**src/rtl/start_pulse_gen.sv**
```systemverilog
// -----------------------------------------------------------------------------
// start_pulse_gen
//
// Turns a raw, asynchronous, bouncing push-button or trigger input into one
// clean single-cycle start pulse in the clk domain.
//
// Signal chain:
//   btn_in -> polarity fix -> 2-FF synchronizer -> debounce counter
//          -> press/release state machine -> post-release holdoff
//
// Parameters:
//   DEBOUNCE_CYCLES : consecutive stable synchronized samples needed to accept
//                     a press or a release (2 .. 2**CNT_W-1)
//   HOLDOFF_CYCLES  : cycles after an accepted release during which the input
//                     is ignored (0 = no holdoff)
//   CNT_W           : width of the shared debounce/holdoff counter
//   BTN_ACTIVE_LOW  : 1 means btn_in = 0 is "pressed"
//
// Ports:
//   clk         in   system clock
//   rst_n       in   asynchronous active-low reset
//   btn_in      in   raw asynchronous button/trigger
//   fsm_busy    in   downstream FSM running; an accepted press is dropped
//   start       out  registered single-cycle start pulse
//   btn_level   out  debounced pressed level
//   pulse_count out  number of start pulses issued, wraps 255 -> 0
//   dropped     out  sticky: a press was accepted while fsm_busy = 1
// -----------------------------------------------------------------------------
module start_pulse_gen #(
  parameter int DEBOUNCE_CYCLES = 16,
  parameter int HOLDOFF_CYCLES  = 4,
  parameter int CNT_W           = 8,
  parameter bit BTN_ACTIVE_LOW  = 1'b1
) (
  input  logic       clk,
  input  logic       rst_n,
  input  logic       btn_in,
  input  logic       fsm_busy,
  output logic       start,
  output logic       btn_level,
  output logic [7:0] pulse_count,
  output logic       dropped
);

  typedef enum logic [2:0] {
    IDLE,
    PRESS_WAIT,
    PRESSED,
    RELEASE_WAIT,
    HOLDOFF
  } state_t;

  // Counter value seen on the edge that completes a debounce window or the
  // holdoff. The holdoff constant is clamped so a zero holdoff still yields a
  // legal (never used) value.
  localparam logic [CNT_W-1:0] DEB_LAST  = CNT_W'(DEBOUNCE_CYCLES - 1);
  localparam logic [CNT_W-1:0] HOLD_LAST =
    CNT_W'((HOLDOFF_CYCLES > 0) ? (HOLDOFF_CYCLES - 1) : 0);
  localparam logic [CNT_W-1:0] CNT_ONE   = CNT_W'(1);
  localparam logic [CNT_W-1:0] CNT_ZERO  = '0;

  // ---------------------------------------------------------------------------
  // Polarity normalisation and 2-FF synchronizer. Internally 1 = pressed, so
  // the reset value 0 of both flops means "released".
  // ---------------------------------------------------------------------------
  logic btn_pressed_raw;
  logic sync_meta;
  logic sync_s;

  assign btn_pressed_raw = btn_in ^ BTN_ACTIVE_LOW;

  // NOTE: every clocked register uses non-blocking assignments so that all
  // flops sample their inputs from the same edge, regardless of statement order.
  always_ff @(posedge clk or negedge rst_n) begin
    if (!rst_n) begin
      sync_meta <= 1'b0;
      sync_s    <= 1'b0;
    end else begin
      sync_meta <= btn_pressed_raw;
      sync_s    <= sync_meta;
    end
  end

  // ---------------------------------------------------------------------------
  // Press/release state machine with a shared debounce/holdoff counter.
  // ---------------------------------------------------------------------------
  state_t           state_q, state_d;
  logic [CNT_W-1:0] cnt_q, cnt_d;
  logic             accept;  // press debounce completes on this edge

  always_ff @(posedge clk or negedge rst_n) begin
    if (!rst_n) begin
      state_q <= IDLE;
      cnt_q   <= CNT_ZERO;
    end else begin
      state_q <= state_d;
      cnt_q   <= cnt_d;
    end
  end

  // NOTE: every signal driven here gets a default before the case statement;
  // a path that leaves one unassigned would infer a latch.
  always_comb begin
    state_d = state_q;
    cnt_d   = cnt_q;
    accept  = 1'b0;

    unique case (state_q)
      IDLE: begin
        if (sync_s) begin
          state_d = PRESS_WAIT;
          cnt_d   = CNT_ONE;
        end
      end

      PRESS_WAIT: begin
        if (!sync_s) begin
          // Bounce on the way in: drop back and start counting from scratch.
          state_d = IDLE;
          cnt_d   = CNT_ZERO;
        end else if (cnt_q == DEB_LAST) begin
          state_d = PRESSED;
          cnt_d   = CNT_ZERO;
          accept  = 1'b1;
        end else begin
          cnt_d = cnt_q + CNT_ONE;
        end
      end

      PRESSED: begin
        if (!sync_s) begin
          state_d = RELEASE_WAIT;
          cnt_d   = CNT_ONE;
        end
      end

      RELEASE_WAIT: begin
        if (sync_s) begin
          // Bounce on the way out: the press is still the same press, so no
          // new pulse is ever issued from here.
          state_d = PRESSED;
          cnt_d   = CNT_ZERO;
        end else if (cnt_q == DEB_LAST) begin
          state_d = (HOLDOFF_CYCLES == 0) ? IDLE : HOLDOFF;
          cnt_d   = CNT_ZERO;
        end else begin
          cnt_d = cnt_q + CNT_ONE;
        end
      end

      HOLDOFF: begin
        // Input ignored; only time advances.
        if (cnt_q == HOLD_LAST) begin
          state_d = IDLE;
          cnt_d   = CNT_ZERO;
        end else begin
          cnt_d = cnt_q + CNT_ONE;
        end
      end

      default: begin
        state_d = IDLE;
        cnt_d   = CNT_ZERO;
      end
    endcase
  end

  // ---------------------------------------------------------------------------
  // Registered outputs. fsm_busy is looked at only on the acceptance edge, so a
  // later busy-to-idle change never produces a late pulse.
  // ---------------------------------------------------------------------------
  logic issue;
  logic drop;

  assign issue = accept & ~fsm_busy;
  assign drop  = accept &  fsm_busy;

  always_ff @(posedge clk or negedge rst_n) begin
    if (!rst_n) begin
      start       <= 1'b0;
      btn_level   <= 1'b0;
      pulse_count <= 8'd0;
      dropped     <= 1'b0;
    end else begin
      // start is rebuilt every edge, so it can never stay high past one cycle.
      start     <= issue;
      btn_level <= (state_d == PRESSED) || (state_d == RELEASE_WAIT);
      if (issue) begin
        pulse_count <= pulse_count + 8'd1;  // modulo 256
      end
      if (drop) begin
        dropped <= 1'b1;
      end
    end
  end

endmodule
```
**config.mk**
```make
export PLATFORM = sky130hd
export DESIGN_NAME = start_pulse_gen
export DESIGN_NICKNAME = d
export VERILOG_FILES = /design/src/rtl/start_pulse_gen.sv
export SDC_FILE = /design/constraint.sdc
export NUM_CORES = 1
export LEC_CHECK = 0
export CORE_UTILIZATION = 45
export DETAILED_ROUTE_END_ITERATION = 7
export GPL_ROUTABILITY_DRIVEN = 0
export PLACE_DENSITY = 0.67
export SYNTH_ARGS = -nofsm -noshare
export SYNTH_HDL_FRONTEND = slang
export SYNTH_SLANG_ARGS = --single-unit
```
**constraint.sdc**
```tcl
create_clock -name clk -period 3 [get_ports clk]
set_input_delay 0.9 -clock clk [delete_from_list [all_inputs] [get_ports clk]]
set_output_delay 0.9 -clock clk [all_outputs]
set_load 0.02 [all_outputs]
```
# Word-level counts from Yosys, hierarchy flattened
# Cells that the tools add are included.
# Widths: inputs -> output; s select.
# op_classes
n_addsub	2
n_eq_ne	10
n_mux	18
n_bitwise	4
n_reduce_logical	3
# ops
operator	count
$mux 8	6
$pmux 8 s5	1
$mux 3	7
$add 8x1->8 const B	2
$pmux 3 s5	1
$eq 3x2->1 const B	4
$eq 8x2->1 const B	1
$eq 8x4->1 const B	1
$ne 2x2->1 const B	2
$eq 3x1->1 const B	1
$eq 3x3->1 const B	1
$logic_not 3->1	1
$mux 1	3
$and 1x1->1	2
$not 1->1	2
$reduce_and 2->1	1
$logic_or 1x1->1	1
# totals
ff_bits	24
input_bits	4
out_inout_bits	11
wordCells	45

# Logic depth before layout (Yosys ltp)
# logic_depth
ltp_word	6
mapped_depth	5
depth_no_buf	5

# Least setup slack after synthesis
# OpenSTA, ideal clock, no wires.
# synth_timing
path_type	reg2reg
from	register cnt_q[4]
to	register pulse_count[1]
setup_ps	127
t_arrival_ps	1755
required_ps	2873
slack_ps	1117
path_stages_with_launch	4
path_buffers	0
period_less_slack_ps	1883
path_cell_list	dfrtp_1 or4_4 nor4_4 mux2_1
# synth_between
elab_chain_cells	5
# synth_lines
element	line_no	text
from (decl)	88	logic [CNT_W-1:0] cnt_q, cnt_d;
from (signal assigned)	97	cnt_q <= cnt_d;
$eq 8x4->1	121	end else if (cnt_q == DEB_LAST) begin
$mux 1	121	
$mux 1	117	if (!sync_s) begin
$mux 1	108	unique case (state_q)
$and 1x1->1	175	assign issue = accept & ~fsm_busy;
net issue	172	logic issue;
to (signal assigned)	189	pulse_count <= pulse_count + 8'd1;
to (decl)	41	output logic [7:0] pulse_count,
# The timed path passes the listed nets, and every way through them passes these cells.
# A chain may end at the register's enable or synchronous reset.

# Worst setup path in the final report
# layout_timing
from	register pulse_count[2]
to	output port pulse_count[2]
# No word-level cell between the ends.

==> results.json <==
{
  "ant_nets": 0,
  "tritoncts": "done",
  "routed-via-count": 905,
  "initial_core_util_pct": 47.73,
  "path_cells": "clkdlybuf4s50_1",
  "cts_buffers": 3,
  "synth_top_cells_by_area": "dfrtp_1 51%, xnor2_1 5.9%, nand3_1 3.8%, and3_1 3.2%, nand2_1 2.9%",
  "nets": 135,
  "fp.dieArea_um2": 2837,
  "syn-num-nets": 120,
  "avgViaCountPerCell": 5.728,
  "antennaDiodeCount": 0,
  "rows": 18,
  "yosys_warnings": 0,
  "relSlewSlack_pct": 46.50,
  "io_buffers": 14,
  "status": "finished, final reports clean",
  "period_share_pct": 76.07,
  "cellLeakagePower_nw": 0.6098,
  "seq_area_um2": 600.6,
  "fin_skew_ns": 0.01107,
  "setup_violations": 0,
  "insertion_delay_ns": 0.31,
  "cp_top_family": "buffers and inverters",
  "netlist-cell-type-count": 35,
  "antenna_found_initial": 0,
  "yosysSeqAreaShare_pct": 50.79,
  "hp-class": "reg -> reg",
  "place_hpwl_um": 1561,
  "cap_violations": 0,
  "multi_input_area_um2": 548.0,
  "setup_ws_ns": 0.7179,
  "crit_type": "reg -> out",
  "final-hold-violation-count": 0,
  "critPathMaxStageDelay_ns": 0.63,
  "cts.path.max_buffers": 2,
  "fmax_ghz": 0.4382,
  "cp_max_fo": 5,
  "drive_gt1_share_pct": 6.250,
  "fin_crit_ns": 2.282,
  "cp-end-kind": "output port",
  "grtUsageTotal_pct": 18.48,
  "path_buf_inv": 1,
  "cts_resized": 0,
  "design.portCount": 15,
  "cts.clk_slew.worst_paths_ns": 0.13,
  "htree_levels": 1,
  "wl_per_cell_um": 13.73,
  "post-place-ws_ns": 0.5728,
  "netlist_instances": 114,
  "first_iter_violations": 25,
  "overflow": 0,
  "synth_edf_count": 0,
  "cts_root_buffer": "clkbuf_4",
  "drc": 0,
  "nFillCells": 229,
  "clock-sinks": 24,
  "slowest_stage": "clkdlybuf4s50_1",
  "cp.required_ns": 2.10,
  "final.setup.tns_ns": 0,
  "utilization_pct": 56.57,
  "grt_pass1_wl_um": 3774,
  "power.density_nw_per_um2": 429.6,
  "synthArstFlopShare_pct": 100.0,
  "syn-cell-area_um2": 1182,
  "total_power_uw": 602.0,
  "cts_setup_buffers": 0,
  "die_h_um": 53.26,
  "drt_pre_antenna_iters": 4,
  "syn_area_per_cell_um2": 10.37,
  "cts_hold_buf": 0,
  "grt_start_max_net_pins": 25,
  "ys.flop_type": "dfrtp_1",
  "ys_ff_latch": 24,
  "arrival_ns": 1.38,
  "grt_pass1_vias": 858,
  "core_um2": 2477,
  "drt-total-wl_um": 2169,
  "synth_top_area_share_pct": 50.79,
  "maxSlewViolCount": 0,
  "synthToLayoutAreaGrowth_pct": 18.52,
  "synth.largest_area_cell": "dfrtp_1",
  "grt_setup_unrepaired": "no",
  "tightestPinTransition_ns": 0.7900,
  "ir_drop_v": 0.0004358,
  "startpoint_type": "register",
  "die_w_um": 53.26
}
==> placed cells by master, fill, tap and decap left out, types with 2 or more instances in the layout <==
cell type / count
o211ai_1: 2
dfrtp_1: 24
ha_1: 2
a21oi_1: 3
clkbuf_4: 3
xnor2_1: 8
nand2_1: 9
xor2_1: 2
mux2i_1: 2
nand3_1: 9
a31oi_1: 2
and3_1: 6
nor3_1: 3
nor3b_1: 2
nor2_1: 5
inv_1: 4
clkdlybuf4s50_1: 14
o21ai_0: 5
nand4_1: 4
==> synthesized netlist by cell type, types with 2 or more instances <==
cell      instances
a21oi_1           3
a31oi_1           2
and3_1            6
clkbuf_1          5
dfrtp_1          24
ha_1              2
inv_1             4
mux2i_1           2
nand2_1           9
nand3_1           9
nand4_1           4
nor2_1            5
nor3_1            3
nor3b_1           2
o211ai_1          2
o21ai_0           5
xnor2_1           8
xor2_1            2
==> metal layers <==
| metal | GRT usage (%) | vias to the layer above | wire [um] |
|---|---|---|---|
| met5 | 0 | - | 0 |
| met4 | 3.947 | 0 | 15 |
| met3 | 6.897 | 2 | 101 |
| met2 | 26.88 | 20 | 989 |
| met1 | 25.96 | 438 | 1062 |
| li1 | - | 445 | - |
==> state kept, by name, summed over array words and instances (netlist names) <==
signal,count
state_q,3
start,1
cnt_q,8
pulse_count,8
sync_s,1
sync_meta,1
dropped,1
btn_level,1
==> power by group <==
part,switching (mW),total [mW],internal [mW],leakage (nW)
registers,0.00826,0.338,0.330,0.323
logic,0.0224,0.0376,0.0151,0.258
clock network,0.0916,0.227,0.135,0.0279
==> final cells by class <==
class                      count  share of cell area [%]
sequential                    24                   42.86
multi-input combinational     81                   39.11
timing repair buffer          15                   10.54
tap                           30                   2.679
clock inverter                 1                   2.143
clock buffer                   3                   1.607
inverter                       4                   1.071
==> worst register-to-register path: stages, from the launching register on <==
cell      delay [ns]
dfrtp_1         0.45
or4_4           0.59
o311ai_1        0.73
o21ai_0         0.21
==> cells by family after synthesis <==
family / share of synthesized area, %
AOI/OAI and AO/OA: 11.01
muxes: 2.646
xor gates and xnor gates: 7.408
adders and majority gates: 2.116
buffers and inverters: 2.857
DFF: 50.79
and+or+nand+nor: 23.17
==> metrics by stage <==
stage	hold slack [ns]	std cells	cell area, um2
after global routing	0.3752	158	1401
after detailed placement	0.3362	154	1349
after floorplan	0.3312	114	1182
final	0.3649	158	1401
after global placement	0.3337	154	1349
after CTS	0.3683	158	1401
==> path summary, 6_finish.rpt <==
| path | cells past startpoint | slack, ns | endpoint | startpoint |
|---|---|---|---|---|
| max | 1 | 0.72 | pulse_count[2] | pulse_count[2]$_DFFE_PN0P_ |
| min | 0 | 0.36 | sync_s$_DFF_PN0_ | sync_meta$_DFF_PN0_ |
| max reg2reg | 3 | 0.88 | cnt_q[6]$_DFFE_PN0P_ | cnt_q[4]$_DFFE_PN0P_ |
| min reg2reg | 0 | 0.36 | sync_s$_DFF_PN0_ | sync_meta$_DFF_PN0_ |
| max in group asynchronous | 2 | 1.84 | pulse_count[6]$_DFFE_PN0P_ | rst_n |
| min in group asynchronous | 2 | 0.92 | cnt_q[1]$_DFFE_PN0P_ | rst_n |
(Power assumes the default switching activity.)
